===== src/rtl/uart_tx_arbiter.sv =====
// uart_tx_arbiter: shares one uart_basic transmitter among NUM_REQ byte-stream
// requesters. Round-robin arbitration is done per packet: the winner keeps the
// UART until one of its bytes is flagged last.
// Optional feature macro: UART_ARB_TIMEOUT_EN. When it is defined, a stalled
// owner loses its grant after TIMEOUT_CYCLES idle clocks and timeout_evt pulses.
module uart_tx_arbiter #(
  parameter int unsigned NUM_REQ        = 4,
  parameter int unsigned TIMEOUT_CYCLES = 1000000
) (
  input  logic                   clk,
  input  logic                   reset_n,
  input  logic [NUM_REQ-1:0]     req_valid,
  input  logic [8*NUM_REQ-1:0]   req_data,
  input  logic [NUM_REQ-1:0]     req_last,
  output logic [NUM_REQ-1:0]     req_ready,
  output logic [NUM_REQ-1:0]     grant,
  output logic                   tx_start,
  output logic [7:0]             tx_data,
  input  logic                   tx_busy,
  output logic                   timeout_evt
);

  localparam int unsigned W_IDX = (NUM_REQ > 1) ? $clog2(NUM_REQ) : 1;

  typedef enum logic [3:0] {
    S_IDLE  = 4'b0001,
    S_GRANT = 4'b0010,
    S_START = 4'b0100,
    S_WAIT  = 4'b1000
  } state_t;

  state_t               r_state;
  logic [NUM_REQ-1:0]   r_grant;
  logic [W_IDX-1:0]     r_gidx;
  logic [W_IDX-1:0]     r_rr_ptr;
  logic                 r_last_q;
  logic                 r_tx_start;
  logic [7:0]           r_tx_data;

  logic                 w_win_found;
  logic [W_IDX-1:0]     w_win_idx;
  logic [W_IDX-1:0]     w_cand;
  logic                 w_sel_valid;
  logic                 w_sel_last;
  logic [7:0]           w_sel_data;
  logic                 w_hs;

  // The parameter only feeds the optional stall timer.
  wire w_unused_timeout = (TIMEOUT_CYCLES == 0);

`ifdef UART_ARB_TIMEOUT_EN
  localparam int unsigned W_CNT = (TIMEOUT_CYCLES > 1) ? $clog2(TIMEOUT_CYCLES) : 1;
  logic [W_CNT-1:0]     r_cnt;
  logic                 r_timeout_evt;
  assign timeout_evt = r_timeout_evt;
`else
  assign timeout_evt = 1'b0;
`endif

  // Owner lane selection.
  assign w_sel_valid = req_valid[r_gidx];
  assign w_sel_last  = req_last[r_gidx];
  assign w_sel_data  = req_data[{r_gidx, 3'b000} +: 8];

  // Byte handshake with the current owner; ready is combinational.
  assign w_hs      = (r_state == S_GRANT) && w_sel_valid && !tx_busy;
  assign req_ready = w_hs ? r_grant : '0;

  assign grant    = r_grant;
  assign tx_start = r_tx_start;
  assign tx_data  = r_tx_data;

  // Round-robin winner search starting one past the last owner.
  always_comb begin
    w_win_found = 1'b0;
    w_win_idx   = '0;
    w_cand      = '0;
    for (int k = NUM_REQ; k >= 1; k--) begin
      w_cand = W_IDX'((int'(r_rr_ptr) + k) % NUM_REQ);
      if (req_valid[w_cand]) begin
        w_win_found = 1'b1;
        w_win_idx   = w_cand;
      end
    end
  end

  // Arbitration FSM with registered grant, start pulse and data.
  always_ff @(posedge clk or negedge reset_n) begin
    if (!reset_n) begin
      r_state    <= S_IDLE;
      r_grant    <= '0;
      r_gidx     <= '0;
      r_rr_ptr   <= W_IDX'(NUM_REQ - 1);
      r_last_q   <= 1'b0;
      r_tx_start <= 1'b0;
      r_tx_data  <= 8'h00;
`ifdef UART_ARB_TIMEOUT_EN
      r_cnt         <= '0;
      r_timeout_evt <= 1'b0;
`endif
    end else begin
      r_tx_start <= 1'b0;
`ifdef UART_ARB_TIMEOUT_EN
      r_timeout_evt <= 1'b0;
`endif
      case (r_state)
        S_IDLE: begin
          r_grant <= '0;
          if (w_win_found) begin
            r_grant <= NUM_REQ'(1) << w_win_idx;
            r_gidx  <= w_win_idx;
            r_state <= S_GRANT;
          end
        end
        S_GRANT: begin
          if (w_hs) begin
            r_tx_data  <= w_sel_data;
            r_last_q   <= w_sel_last;
            r_tx_start <= 1'b1;
            r_state    <= S_START;
`ifdef UART_ARB_TIMEOUT_EN
            r_cnt <= '0;
          end else if (!w_sel_valid) begin
            if (r_cnt == W_CNT'(TIMEOUT_CYCLES - 1)) begin
              r_cnt         <= '0;
              r_grant       <= '0;
              r_rr_ptr      <= r_gidx;
              r_timeout_evt <= 1'b1;
              r_state       <= S_IDLE;
            end else begin
              r_cnt <= r_cnt + W_CNT'(1);
            end
`endif
          end
        end
        S_START: begin
          r_state <= S_WAIT;
        end
        S_WAIT: begin
          if (!tx_busy) begin
            if (r_last_q) begin
              r_rr_ptr <= r_gidx;
              r_grant  <= '0;
              r_state  <= S_IDLE;
            end else begin
              r_state <= S_GRANT;
            end
          end
        end
        default: begin
          r_grant <= '0;
          r_state <= S_IDLE;
        end
      endcase
    end
  end

endmodule


===== config.mk =====
export PLATFORM = sky130hd
export DESIGN_NAME = uart_tx_arbiter
export DESIGN_NICKNAME = d
export VERILOG_FILES = /design/src/rtl/uart_tx_arbiter.sv
export SDC_FILE = /design/constraint.sdc
export NUM_CORES = 1
export LEC_CHECK = 0
export ABC_CLOCK_PERIOD_IN_PS = 2250
export BUFFER_PORTS_ARGS = -buffer_cell sky130_fd_sc_hd__buf_2
export CORE_AREA = 2 2 98 53
export CTS_CLUSTER_SIZE = 24
export DETAILED_ROUTE_END_ITERATION = 16
export DIE_AREA = 0 0 100 55
export PLACE_DENSITY = 0.65
export SYNTH_ARGS = -nofsm -noshare
export SYNTH_HDL_FRONTEND = slang
export SYNTH_SLANG_ARGS = --single-unit

===== constraint.sdc =====
create_clock -name clk -period 2.25 [get_ports clk]
set_input_delay 0.1125 -clock clk [delete_from_list [all_inputs] [get_ports clk]]
set_output_delay 0.1125 -clock clk [all_outputs]
set_load 0.05 [all_outputs]

After elaboration in Yosys (flattened, before gate mapping)
Index checks and enable logic that the tools add are counted.

word-level totals
  flip-flop bits (word level) = 22
  input port bits = 43
  output and inout port bits = 18
  word-level logic and storage cells = 69

cells by class
  add/subtract/negate cells = 4
  $lt $le $gt $ge = 5
  equality and inequality tests = 8
  shifts and indexed selects = 2
  multiplexer cells = 32
  bitwise operators = 2
  reductions and logical operators = 9

operator list
  kind                 number
  $shiftx 32x6->8      1
  $mux 4               7
  $pmux 4 s4           1
  $lt 2x3->1 const B   5
  $bmux 1 s2           6
  $mux 1               12
  $pmux 4 s3           1
  $mux 2               5
  $reduce_and 3->1     3
  $ne 2x2->1 const B   4
  $add 2x1->2 const B  2
  $add 2x2->2 const B  2
  $eq 4x1->1 const B   1
  $eq 4x2->1 const B   1
  $eq 4x3->1 const B   1
  $eq 4x4->1 const B   1
  $reduce_and 2->1     2
  $shl 1x2->4 const A  1
  $logic_and 1x1->1    2
  $not 1->1            2
  $reduce_or 2->1      1
  $logic_not 1->1      1

Longest topological paths before layout
Gate-level depths: netlist of run 1.

  depth in word-level cells = 10
  mapped depth = 7
  mapped depth without buffers = 4

Worst setup path after synthesis of run 1
Ideal clock, no wire load.

  path type = flip-flop to output port
  start point = reg r_state[3]
  end point = out req_ready[0]
  arrival time = 1743 ps
  setup slack = 395 ps
  stages on the path, launching flop included = 8
  cell sequence = dfrtp_1 or2_1 clkbuf_1 nor3_2 and3b_1 buf_6 buf_6 and2_1

between the ends
  word-level cells in the longest chain between the ends = 4

RTL lines
  element                         line  source
  start, declared                 32    state_t r_state;
  start signal, assigned          90    r_state <= S_IDLE;
  start signal, assigned          112   r_state <= S_GRANT;
  start signal, assigned          120   r_state <= S_START;
  $eq 4x2->1                      66    assign w_hs = (r_state == S_GRANT) && w_sel_valid && !tx_busy;
  $logic_and 1x1->1 (2 in a row)  66
  $mux 4                          67    assign req_ready = w_hs ? r_grant : '0;
  end, declared                   15    output logic [NUM_REQ-1:0] req_ready,

No other way between the ends.

Worst setup path after layout of run 1
  start point = reg r_state[3]
  end point = out req_ready[3]

The elaborated chain is that of the path after synthesis.

==> results of run 1 <==
-- synth_stat cells (all sizes together) --
| cell type | instances |
|---|---|
| nor2b | 2 |
| o21ai | 2 |
| o22ai | 1 |
| nand2b | 6 |
| a22o | 3 |
| nor3 | 4 |
| dfrtp | 19 |
| o41ai | 2 |
| o21a | 1 |
| o2bb2ai | 2 |
| inv | 2 |
| and2 | 4 |
| or3 | 1 |
| a211o | 1 |
| nor2 | 3 |
| mux2 | 11 |
| dfstp | 3 |
| a21o | 1 |
| and3b | 2 |
| a21oi | 5 |
| mux4 | 10 |
| nor3b | 1 |
| or2 | 1 |
| a211oi | 2 |
| nor4b | 1 |
| buf | 4 |
| clkbuf | 2 |
| conb | 1 |
| nand2 | 4 |
-- logic make-up after synthesis --
logic type,Yosys count,share of synthesized area
buffers and inverters,8,0.03869
AO/OA/AOI/OAI,20,0.1151
AND/OR/NAND/NOR,29,0.1335
flip-flops,22,0.4284
multiplexers,21,0.2814
other,1,0.002899
-- cell type report --
type | count | area [µm²]
tap | 60 | 75.07
sequential | 22 | 554.3
fill | 489 | 2989
clock buffer | 4 | 45.04
multi-input combinational | 71 | 693.2
inverter | 2 | 7.507
timing repair buffer | 62 | 320.3
-- sequential cells by signal, summed over array words and instances, names as in the netlist --
signal and flops:
r_state 4, tx_data 8, tx_start 1, grant 4, r_last_q 1, r_rr_ptr 2, r_gidx 2
-- what timing repair did --
action                                  4_1_cts  5_1_grt
gates cloned                                  0        0
endpoints found under the setup margin        4        4
endpoints found under the hold margin        19        0
buffers inserted                              0        0
hold buffers                                  1        0
gates resized for setup                       1        1
-- through the flow --
| step | hold WS (ps) | power (mW) |
|---|---|---|
| after floorplan | -183.1 | 1.539 |
| after global placement | 102.7 | 1.810 |
| after detailed placement | 105.2 | 1.812 |
| after CTS | 188.6 | 2.069 |
| after global routing | 212.0 | 2.193 |
| final | 202.8 | 2.055 |
-- layout by cell type (no fill, tap or decap), types with 2 or more instances in the layout --
cell,instances
buf_2,59
dfrtp_1,19
mux4_2,10
mux2_1,7
nand2b_1,6
a21oi_1,5
and2_1,4
mux2_4,4
nand2_1,4
nor3_1,3
nor2_1,3
a22o_1,3
clkbuf_8,3
dfstp_2,3
inv_1,2
nor2b_1,2
a211oi_1,2
o2bb2ai_1,2
buf_4,2
-- metal layers --
layer / global-route usage / vias to the layer above / share of wire
li1: - / 499 / -
met1: 0.1803 / 478 / 0.52
met2: 0.1633 / 59 / 0.38
met3: 0.03518 / 2 / 0.095
met4: 0.02740 / 0 / 0.0079
met5: 0 / - / 0
-- power groups by stage --
| stage | clock network [mW] | logic, mW | registers, mW |
|---|---|---|---|
| 3_3_place_gp | 0 | 1.15 | 0.664 |
| 3_5_place_dp | 0 | 1.15 | 0.663 |
| 6_report | 0.250 | 1.14 | 0.661 |
| 2_1_floorplan | 0 | 0.562 | 0.978 |
| 5_1_grt | 0.279 | 1.23 | 0.687 |
| 4_1_cts | 0.261 | 1.15 | 0.659 |
-- worst register-to-register path, cell delays in order (launching register included) --
cell and delay, ps:
dfrtp_1 400, or2_1 320, nor3_2 190, and3b_4 390
mux2_1 350
-- final timing paths --
kind                             from      endpoint  slack, ps  depth (start not counted)
max                        r_state[3]  req_ready[3]        150                          5
min                           tx_busy    r_state[3]        200                          3
max reg2reg                r_state[3]    tx_data[6]        480                          4
min reg2reg                tx_data[0]    tx_data[0]        480                          1
max in group asynchronous     reset_n   r_rr_ptr[0]       1540                          2
min in group asynchronous     reset_n      grant[2]        340                          2
==> flow_summary.ini, run 1 <==
[status]
status = complete, no violations

[place]
hpwl_um = 2486
dp_worst_setup_slack_ps = 132.3
dpl.cell_count = 216
dpl_cell_area_um2 = 1637
port_buffers = 59
gp_congestion = 0.9587

[detailed_routing]
first_pass_iters = 4
drtIter0Drc = 56
vias = 1038
wirelength_um = 3167
drc = 0
vias_per_cell = 4.697
final_antenna_net_count = 0
routedWlPerCell_um = 14.33

[grt]
antenna_found_initial = 0
grt_max_degree = 23
grt_pass1_vias = 935
grt_util_all_layers = 0.1188
grt_pass1_wl_um = 4809
grt_overflow = 0

[run]
drv_cap = 0

[cells_and_area]
stdcell_count = 221
insertedDiodeCount = 0
drive_above_1_share = 0.5217
synthToLayoutAreaGrowth_pct = 31.04
finalCoreUtilization = 0.3619
nets = 205
final_area_um2 = 1695

[synthesis]
syn_area_per_cell_um2 = 12.81
synth_nets = 144
synth_area_um2 = 1294
ys_warn_count = 0
synth_top_area_share = 0.3675
ys_ff_latch = 22
yosysSeqAreaShare = 0.4284
synth.largest_area_cell = dfrtp_1
synthCells = 101
ys_types = 35
ys_top_cells_by_area = dfrtp_1 37%, mux4_2 17%, dfstp_2 6.1%

[die]
start_util = 0.2762
fp.dieW_um = 100
die_area_um2 = 5500
num_rows = 18
io-pin-count = 61
core-area_um2 = 4684
die_y_um = 55

[timing]
fin_worst_skew_ps = 2.947
worst_slack_ps = 152.7
rsz0062_at_grt = no
hold_viol = 0
worst_slew_pin_slew_ps = 679.4
setup_violations = 0
period_needed_ps = 2097
max_freq_ghz = 0.4768
setup-tns-final_ps = 0
max-slew-margin-rel = 0.5443
slew_violations = 0
final_min_period_over_clock_period = 0.9321

[setup_path]
cp_num_buf_inv = 1
cp.required_ps = 2140
critPathMaxStageDelay_ps = 400
cp_cell_sequence = or2_1, nor3_2, and3b_4, and2_1, buf_2
worst_setup_path_start_kind = register
end_kind = output port
critical_path_class = reg2out
cp_top_family = simple AND/OR/NAND/NOR gates
path_max_fanout = 15
cp.arrival_ps = 1980
slowest_stage = dfrtp_1

[clock_tree]
cts_buffers = 3
clk_pin_slew_ps = 80
cts_sinks = 22
htreeDepth = 1
cts_buffer_depth = 2
clockRootBuffer = clkbuf_8
cts_tree = built
clk_latency_ps = 260

[power]
power_frac_clock = 0.122
seqPwrFrac = 0.321
switching_power_mw = 0.9201
switching_share = 0.4477
p_per_area_nw_per_um2 = 1212
vdd_drop_max_mv = 0.4684
p_int_mw = 1.135
p_comb_frac = 0.557
p_leak_nw = 0.8216

[worst_hold_path]
hp-class = in2reg
Power figures use the tool's default switching activity.
==> run 2: changes to the inputs <==
==> constraint.sdc (replaced) <==
create_clock -name clk -period 2.25 [get_ports clk]
set_input_delay 0.1125 -clock clk [delete_from_list [all_inputs] [get_ports clk]]
set_output_delay 0.1125 -clock clk [all_outputs]
set_load 0.1 [all_outputs]
==> flow_summary.ini, run 2 (synthesis gave the netlist of run 1 again) <==
[status]
status = complete, no violations

[detailed_routing]
wirelength_um = 3252
wl_met3_um = 186
routedWlPerCell_um = 14.71
wl_met1_um = 1786
final_antenna_net_count = 0
drtIter0Drc = 45
vias = 1057
routed-wl-met2_um = 1252
first_pass_iters = 4
drc = 0
vias_per_cell = 4.783
highest_layer = met4

[timing]
worst_slew_pin_slew_ps = 609.0
setup_violations = 0
fin_worst_skew_ps = 11.58
final_min_period_over_clock_period = 0.9342
hold_viol = 0
max-slew-margin-rel = 0.5916
setup-tns-final_ps = 0
period_needed_ps = 2102
max_freq_ghz = 0.4758
worst_slack_ps = 148.1
rsz0062_at_grt = no
slew_violations = 0

[cells_and_area]
drive_above_1_share = 0.5280
synthToLayoutAreaGrowth_pct = 37.72
finalCoreUtilization = 0.3803
insertedDiodeCount = 0
largest_register_ffs = 8
final_area_um2 = 1782
layout_commonest_cell = buf_2
layout_common_cells = 55 x buf_2, 19 x dfrtp_1, 10 x mux4_2, 7 x mux2_1, 6 x nand2b_1
stdcell_count = 221
nets = 205

[clock_tree]
clk_latency_ps = 270
cts_buffers = 3
clockRootBuffer = clkbuf_8
cts_tree = built
cts_buffer_depth = 2
htreeDepth = 1
cts_sinks = 22
clk_pin_slew_ps = 70

[place]
dp_worst_setup_slack_ps = 102.9
gp_congestion = 0.8071
port_buffers = 59
dpl_cell_area_um2 = 1697
hpwl_um = 2575
dpl.cell_count = 216

[grt]
antenna_found_initial = 0
grt_pass1_vias = 936
grt_util_all_layers = 0.1197
grt_pass1_wl_um = 4843
grt_overflow = 0
grt_max_degree = 23

[die]
start_util = 0.2762
die_area_um2 = 5500
io-pin-count = 61
num_rows = 18
core-area_um2 = 4684
fp.dieW_um = 100
die_y_um = 55

[power]
switching_power_mw = 1.299
p_comb_frac = 0.597
vdd_drop_max_mv = 0.7775
switching_share = 0.5095
p_leak_nw = 0.8448
p_per_area_nw_per_um2 = 1431
p_int_mw = 1.251
seqPwrFrac = 0.260
power_frac_clock = 0.143

[setup_path]
path_max_fanout = 15
critical_path_class = reg2out
cp.arrival_ps = 1990
cp.required_ps = 2140
worst_setup_path_start_kind = register
end_kind = output port

[run]
drv_cap = 0

[worst_hold_path]
hp-class = in2reg
[run 2: cell types whose count changed in the layout (fill, tap and decap cells not counted)]
| cell | delta |
|---|---|
| buf_12 | +4 |
| clkbuf_1 | -1 |
| bufinv_16 | +1 |
| buf_2 | -4 |
[run 2: timing repair]
item / CTS / global route
pin swaps: 0 / 0
gates resized for setup: 1 / 1
endpoints found under the setup margin: 4 / 4
hold buffers: 1 / 0
endpoints found under the hold margin: 19 / 0
buffers inserted: 0 / 0
[run 2: per-stage QoR]
step	total power, mW	hold WS [ps]
2_1_floorplan	1.900	-183.1
3_3_place_gp	2.182	100.1
3_5_place_dp	2.193	99.87
4_1_cts	2.568	200.3
5_1_grt	2.689	224.5
6_report	2.550	210.9
[run 2: power groups by stage]
stage | Sequential, mW | Clock, mW | Combinational, mW
2_1_floorplan | 1.33 | 0 | 0.574
3_3_place_gp | 0.667 | 0 | 1.51
3_5_place_dp | 0.667 | 0 | 1.53
4_1_cts | 0.663 | 0.377 | 1.53
5_1_grt | 0.686 | 0.394 | 1.61
6_report | 0.663 | 0.365 | 1.52
[run 2: final timing paths]
kind                            startpoint           end  slack (ps)  depth (start not counted)
worst max register to register  r_state[3]    tx_data[2]         480                          4
worst max-delay path            r_state[3]  req_ready[3]         150                          5
max in group asynchronous          reset_n   r_rr_ptr[1]        1570                          2
worst min register to register  tx_data[2]    tx_data[2]         480                          1
min in group asynchronous          reset_n      grant[0]         330                          2
worst min-delay path               tx_busy    r_state[3]         210                          3
[run 2: final cells by class]
class                           count  area, µm²
Sequential cell                    22      554.3
Tap cell                           60      75.07
Fill cell                         468       2903
Inverter                            2      7.507
Multi-Input combinational cell     71      693.2
Clock buffer                        3      41.29
Timing Repair Buffer               62      380.4
Clock inverter                      1      30.03
[run 2: critical path: stages (launching register included)]
cell	delay, ps
dfrtp_1	400
or2_1	310
nor3_2	190
and3b_4	400
and2_1	230
buf_12	190
[run 2: metal layers]
metal  vias to the layer above  GRT usage
met1                       511     0.1929
met3                         4    0.02889
met2                        39     0.1543
met4                         0    0.02740
met5                         -          0
li1                        503          -
